File: config.mk
export PLATFORM = sky130hd
export DESIGN_NAME = md_ctrl
export DESIGN_NICKNAME = d
export VERILOG_FILES = /design/src/rtl/md_ctrl_pkg.sv /design/src/rtl/md_ctrl_div_core.sv /design/src/rtl/md_ctrl.sv
export SDC_FILE = /design/constraint.sdc
export NUM_CORES = 2
export LEC_CHECK = 0
export ABC_CLOCK_PERIOD_IN_PS = 23100
export BUFFER_PORTS_ARGS = -buffer_cell sky130_fd_sc_hd__buf_2
export CORE_UTILIZATION = 70
export CTS_BUF_LIST = sky130_fd_sc_hd__clkbuf_8
export CTS_CLUSTER_DIAMETER = 80
export DETAILED_ROUTE_END_ITERATION = 12
export GPL_TIMING_DRIVEN = 0
export MAX_ROUTING_LAYER = met4
export PLACE_DENSITY = 0.95
export SYNTH_ARGS = -nofsm -noshare
export SYNTH_HDL_FRONTEND = slang
export SYNTH_SLANG_ARGS = --single-unit
File: constraint.sdc
create_clock -name clk -period 23.1 [get_ports clk]
set_input_delay 1.155 -clock clk [delete_from_list [all_inputs] [get_ports clk]]
set_output_delay 1.155 -clock clk [all_outputs]
set_load 0.02 [all_outputs]
File: src/rtl/md_ctrl_pkg.sv
// rtl/md_ctrl_pkg.sv - op codes, state encoding and helpers shared by md_ctrl and its divider
package md_ctrl_pkg;

    localparam int MD_OP_WD = 2;

    localparam logic [MD_OP_WD-1:0] MD_MULT  = 2'b00;
    localparam logic [MD_OP_WD-1:0] MD_MULTU = 2'b01;
    localparam logic [MD_OP_WD-1:0] MD_DIV   = 2'b10;
    localparam logic [MD_OP_WD-1:0] MD_DIVU  = 2'b11;

    typedef enum logic [1:0] {
        MD_IDLE   = 2'b00,
        MD_MUL    = 2'b01,
        MD_DIVIDE = 2'b10,
        MD_DONE   = 2'b11
    } md_state_e;

    // Conditional two's-complement negate: magnitude on the way in, sign on the way out.
    function automatic logic [31:0] md_mag(input logic [31:0] v, input logic neg);
        return neg ? (32'd0 - v) : v;
    endfunction

endpackage

File: src/rtl/md_ctrl_div_core.sv
// rtl/md_ctrl_div_core.sv - iterative restoring divider on 32-bit magnitudes, one bit per cycle
module md_ctrl_div_core #(
    parameter int DIV_ITER = 32
) (
    input  logic        clk,
    input  logic        rst,
    input  logic        kill,
    input  logic        start,
    input  logic [31:0] dividend,
    input  logic [31:0] divisor,
    output logic        ready,
    output logic [31:0] quot,
    output logic [31:0] rem
);
    localparam int CNT_W = $clog2(DIV_ITER + 1);

    logic [CNT_W-1:0] cnt;
    logic [31:0]      q_r;
    logic [31:0]      r_r;
    logic [31:0]      d_r;
    logic [32:0]      shifted;
    logic [32:0]      trial;
    logic             take;
    logic [31:0]      q_nxt;
    logic [31:0]      r_nxt;

    // The partial remainder stays below the divisor, so 32 bits hold it once the trial resolves.
    assign shifted = {r_r, q_r[31]};
    assign trial   = shifted - {1'b0, d_r};
    assign take    = ~trial[32];
    assign r_nxt   = take ? trial[31:0] : shifted[31:0];
    assign q_nxt   = {q_r[30:0], take};

    // Results are the post-iteration values so the last step lands in the same cycle as ready.
    assign ready = (cnt == CNT_W'(1));
    assign quot  = q_nxt;
    assign rem   = r_nxt;

    always_ff @(posedge clk) begin
        if (rst || kill) begin
            cnt <= '0;
            q_r <= '0;
            r_r <= '0;
            d_r <= '0;
        end else if (start) begin
            cnt <= CNT_W'(DIV_ITER);
            q_r <= dividend;
            r_r <= '0;
            d_r <= divisor;
        end else if (cnt != '0) begin
            cnt <= cnt - CNT_W'(1);
            q_r <= q_nxt;
            r_r <= r_nxt;
        end
    end

endmodule

File: src/rtl/md_ctrl.sv
// rtl/md_ctrl.sv - multiply/divide sequencer holding EX and presenting HI/LO for one cycle
// Optional MD_EARLY_OUT_EN: divides with |a| < |b| finish without iterating.
module md_ctrl
    import md_ctrl_pkg::*;
#(
    parameter int MUL_LAT  = 1,
    parameter int DIV_ITER = 32
) (
    input  logic                clk,
    input  logic                rst,
    input  logic                flush,
    input  logic                start,
    input  logic [MD_OP_WD-1:0] op,
    input  logic [31:0]         src_a,
    input  logic [31:0]         src_b,
    output logic                stall_req,
    output logic                busy,
    output logic                done,
    output logic [31:0]         hi_wdata,
    output logic [31:0]         lo_wdata
);
    localparam int CNT_W = 6;

    md_state_e        state;
    md_state_e        state_nxt;
    logic [CNT_W-1:0] counter;
    logic [63:0]      prod;
    logic             q_neg;
    logic             r_neg;

    logic             is_div;
    logic             is_signed;
    logic             a_neg;
    logic             b_neg;
    logic             b_zero;
    logic             early;
    logic             issue;
    logic             div_start;
    logic             div_ready;
    logic [31:0]      mag_a;
    logic [31:0]      mag_b;
    logic [31:0]      div_quot;
    logic [31:0]      div_rem;
    logic [63:0]      ext_a;
    logic [63:0]      ext_b;

    assign is_div    = (op == MD_DIV) || (op == MD_DIVU);
    assign is_signed = (op == MD_MULT) || (op == MD_DIV);
    assign a_neg     = is_signed & src_a[31];
    assign b_neg     = is_signed & src_b[31];
    assign b_zero    = (src_b == 32'd0);
    assign mag_a     = md_mag(src_a, a_neg);
    assign mag_b     = md_mag(src_b, b_neg);
    assign ext_a     = {{32{a_neg}}, src_a};
    assign ext_b     = {{32{b_neg}}, src_b};
    assign issue     = (state == MD_IDLE) & start & ~flush;

`ifdef MD_EARLY_OUT_EN
    assign early = (mag_a < mag_b);
`else
    assign early = 1'b0;
`endif

    assign div_start = issue & is_div & ~b_zero & ~early;

    md_ctrl_div_core #(
        .DIV_ITER (DIV_ITER)
    ) u_div_core (
        .clk      (clk),
        .rst      (rst),
        .kill     (flush),
        .start    (div_start),
        .dividend (mag_a),
        .divisor  (mag_b),
        .ready    (div_ready),
        .quot     (div_quot),
        .rem      (div_rem)
    );

    always_ff @(posedge clk) begin
        if (rst) begin
            state <= MD_IDLE;
        end else begin
            state <= state_nxt;
        end
    end

    always_comb begin
        state_nxt = state;
        stall_req = 1'b0;
        busy      = (state != MD_IDLE);
        done      = (state == MD_DONE);
        case (state)
            MD_IDLE: begin
                stall_req = start;
                if (start) begin
                    if (!is_div) begin
                        state_nxt = MD_MUL;
                    end else if (b_zero || early) begin
                        state_nxt = MD_DONE;
                    end else begin
                        state_nxt = MD_DIVIDE;
                    end
                end
            end
            MD_MUL: begin
                stall_req = 1'b1;
                if (counter == CNT_W'(1)) begin
                    state_nxt = MD_DONE;
                end
            end
            MD_DIVIDE: begin
                stall_req = 1'b1;
                if (div_ready) begin
                    state_nxt = MD_DONE;
                end
            end
            default: state_nxt = MD_IDLE;
        endcase
        if (flush) begin
            state_nxt = MD_IDLE;
            stall_req = 1'b0;
        end
    end

    // HI/LO only move on the edge entering DONE; a flush leaves them untouched.
    always_ff @(posedge clk) begin
        if (rst) begin
            counter  <= '0;
            prod     <= '0;
            q_neg    <= 1'b0;
            r_neg    <= 1'b0;
            hi_wdata <= '0;
            lo_wdata <= '0;
        end else if (!flush) begin
            case (state)
                MD_IDLE: begin
                    if (start) begin
                        prod    <= ext_a * ext_b;
                        q_neg   <= a_neg ^ b_neg;
                        r_neg   <= a_neg;
                        counter <= is_div ? CNT_W'(DIV_ITER) : CNT_W'(MUL_LAT);
                        if (is_div && (b_zero || early)) begin
                            hi_wdata <= src_a;
                            lo_wdata <= b_zero ? 32'hFFFF_FFFF : 32'd0;
                        end
                    end
                end
                MD_MUL: begin
                    counter <= counter - CNT_W'(1);
                    if (counter == CNT_W'(1)) begin
                        hi_wdata <= prod[63:32];
                        lo_wdata <= prod[31:0];
                    end
                end
                MD_DIVIDE: begin
                    counter <= counter - CNT_W'(1);
                    if (div_ready) begin
                        lo_wdata <= md_mag(div_quot, q_neg);
                        hi_wdata <= md_mag(div_rem, r_neg);
                    end
                end
                default: ;
            endcase
        end
    end

endmodule
==> run metrics <==
CTS tree=built; minimum clock period=12.93 ns; Synth top area share=42.9%; Synth Cell Area=~0.053 mm2; Final Slew Violations=a little over 100; H-Tree Depth=2; # resized after CTS=0; max_cap viols=10; DRT antenna net count=0; count leader, synth=inv_1; final setup vio count=0; Crit. End Element=flop; status=finished with violations; ranking of synthesized cells by area=fa_1, dfxtp_1, inv_1, nand2_1, ha_1; maximum number of pins on one net before global-route repair=25; TritonCTS buffer count=36; area leader, netlist=fa_1; Area Growth Syn to Fin=5.02%; R2R Path Start=u_div_core.q_r[31]; top post-synthesis cells by count=inv_1, fa_1, nand2_1; share of layout cells above drive strength 1=around 3.3%; hold_buf cts=0; DP HPWL=168 mm; Die Ht=approximately 280 um; gpl congestion=1.21; Top FF cell, synth=dfxtp_1; total number of vias=48891; failing checks=capacitance limit, slew limit; unrepaired setup endpoints after global routing=no; worst min-delay path class=flop to flop; sequential standard cell area=0.00480 mm2; register area share after synthesis=9.14%; startpoint of the worst hold path=prod[31]; row count=100; Clock Tree Buf Depth=3; initial core utilization=70.7%; period utilization=56.0%; Overflow after GRT=0; Hold Vio Cnt, Final=0; core footprint=0.0743 mm2; Post-Syn Nets=between 7000 and 8000; CP dominant cell by count=fa_1; global-route wire length before repair=310 mm; initial antenna violation count=35; relative slew slack=-10.1%; CP Class=primary input to flop; I/O Pins=137; CP startpoint=src_a[31]; Avg Inst Size Synth=8.60 um2; clock sink total=240; Syn Inst Count=6112; Setup crit start kind=primary input; Setup Skew=between 0.03 and 0.04 ns; First-pass DRT Iterations=12; fmax=77.3 MHz; Routed WL=~210 mm; required time worst endpoint=23.59 ns; Iteration-0 DRC Markers=7944; Die ar.=0.0762 mm2; CTS root buffer=clkbuf_8; CP Max Fanout=11; Post-synth EDFFs=0; Ys Warns=0; synthesized flop and latch total=240; post-CTS setup buffers=0; Final TNS setup=0 ns; Slew @ Worst Pin=about 1.7 ns; filler instances=5539; area of the multi-input gates=around 0.042 mm2; GRT Util Overall=57.8%; ys async rst share=0%; clock slew at reported path FFs=approximately 0.080 ns; crit path max-delay cell type=clkbuf_1; number of global-route vias before repair=49580; nets@finish=around 7700; drt wl/cell=between 20 and 30 um; routed vias/inst=around 6.7; Worst EP arrival=13.42 ns; latest clock arrival within the worst-skew pair=0.59 ns; PortBufs=just under 90; CP max stage delay=1.05 ns; post-synthesis cell type count=between 90 and 100; die width=276 um; # DRC=0
==> flip-flops by register name (all words and copies together), names as in the netlist <==
name	count
counter	6
hi_wdata	32
lo_wdata	32
prod	64
q_neg	1
r_neg	1
state	2
u_div_core.cnt	6
u_div_core.d_r	32
u_div_core.q_r	32
u_div_core.r_r	32
==> kinds of logic after synthesis <==
group / count (synthesis) / synth area share [%]
AND/OR/NAND/NOR: 1894 / 16.6
buffers and inverters: 1590 / 11.4
adder cells (fa/ha/maj): 1382 / 49.0
AO/OA/AOI/OAI: 759 / 9.71
flip-flops: 240 / 9.14
XOR/XNOR: 215 / 3.58
multiplexers: 32 / 0.619
==> through the flow <==
step	setup WS (ns)	area (um2)	hold WS [ns]	utilization [%]	std cells
2_1_floorplan	13.89	52600	0.432	-	6112
3_3_place_gp	10.38	54200	0.441	72.9	7168
3_5_place_dp	10.45	54200	0.447	72.9	7168
4_1_cts	10.94	55000	0.456	74.0	7232
5_1_grt	10.33	55200	0.483	74.2	7290
6_report	10.17	55200	0.457	74.3	7301
==> final timing paths <==
check / slack, ns / end / cells past startpoint
worst max-delay path: 10.17 / prod[63] / 30
worst min-delay path: 0.46 / prod[31] / 2
worst max register to register: 14.70 / hi_wdata[26] / 25
worst min register to register: 0.46 / prod[31] / 2
==> critical path: cells and delay by family <==
kind                     cells  cell delay, ns
buffers and inverters       10            3.83
adder cells (fa/ha/maj)      9            4.60
AND/OR/NAND/NOR              4            1.57
XOR/XNOR                     1            0.16
AO/OA/AOI/OAI                6            2.05
==> per-layer routing <==
layer	part of all wire [%]	global-route usage [%]	vias up
li1	-	-	19035
met1	32	66.6	23436
met2	39	76.5	4857
met3	18	27.5	1563
met4	11	46.5	0
met5	0	-	-
==> cell type report <==
class                      count  area share, %
multi-input combinational   4282           75.7
sequential                   240           8.70
inverter                    1187           8.07
buffer                       403           2.79
tap                          969           2.20
clock buffer                  48           1.20
timing repair buffer          88          0.798
antenna                       68          0.308
clock inverter                16          0.274
==> layout by cell type (no fill, tap or decap), types with 101 or more instances in the layout <==
cell and count:
and2_1 374, dfxtp_1 240, ha_1 256, clkbuf_1 316
nand2_1 990, xnor2_1 140, o21ai_0 125, a21oi_1 216
nor2_1 260, buf_2 101, fa_1 1126, inv_1 1190
Power is left out: the tool's default activity adds up to more than one toggle a clock period on the data nets, which glitch-free logic cannot reach.
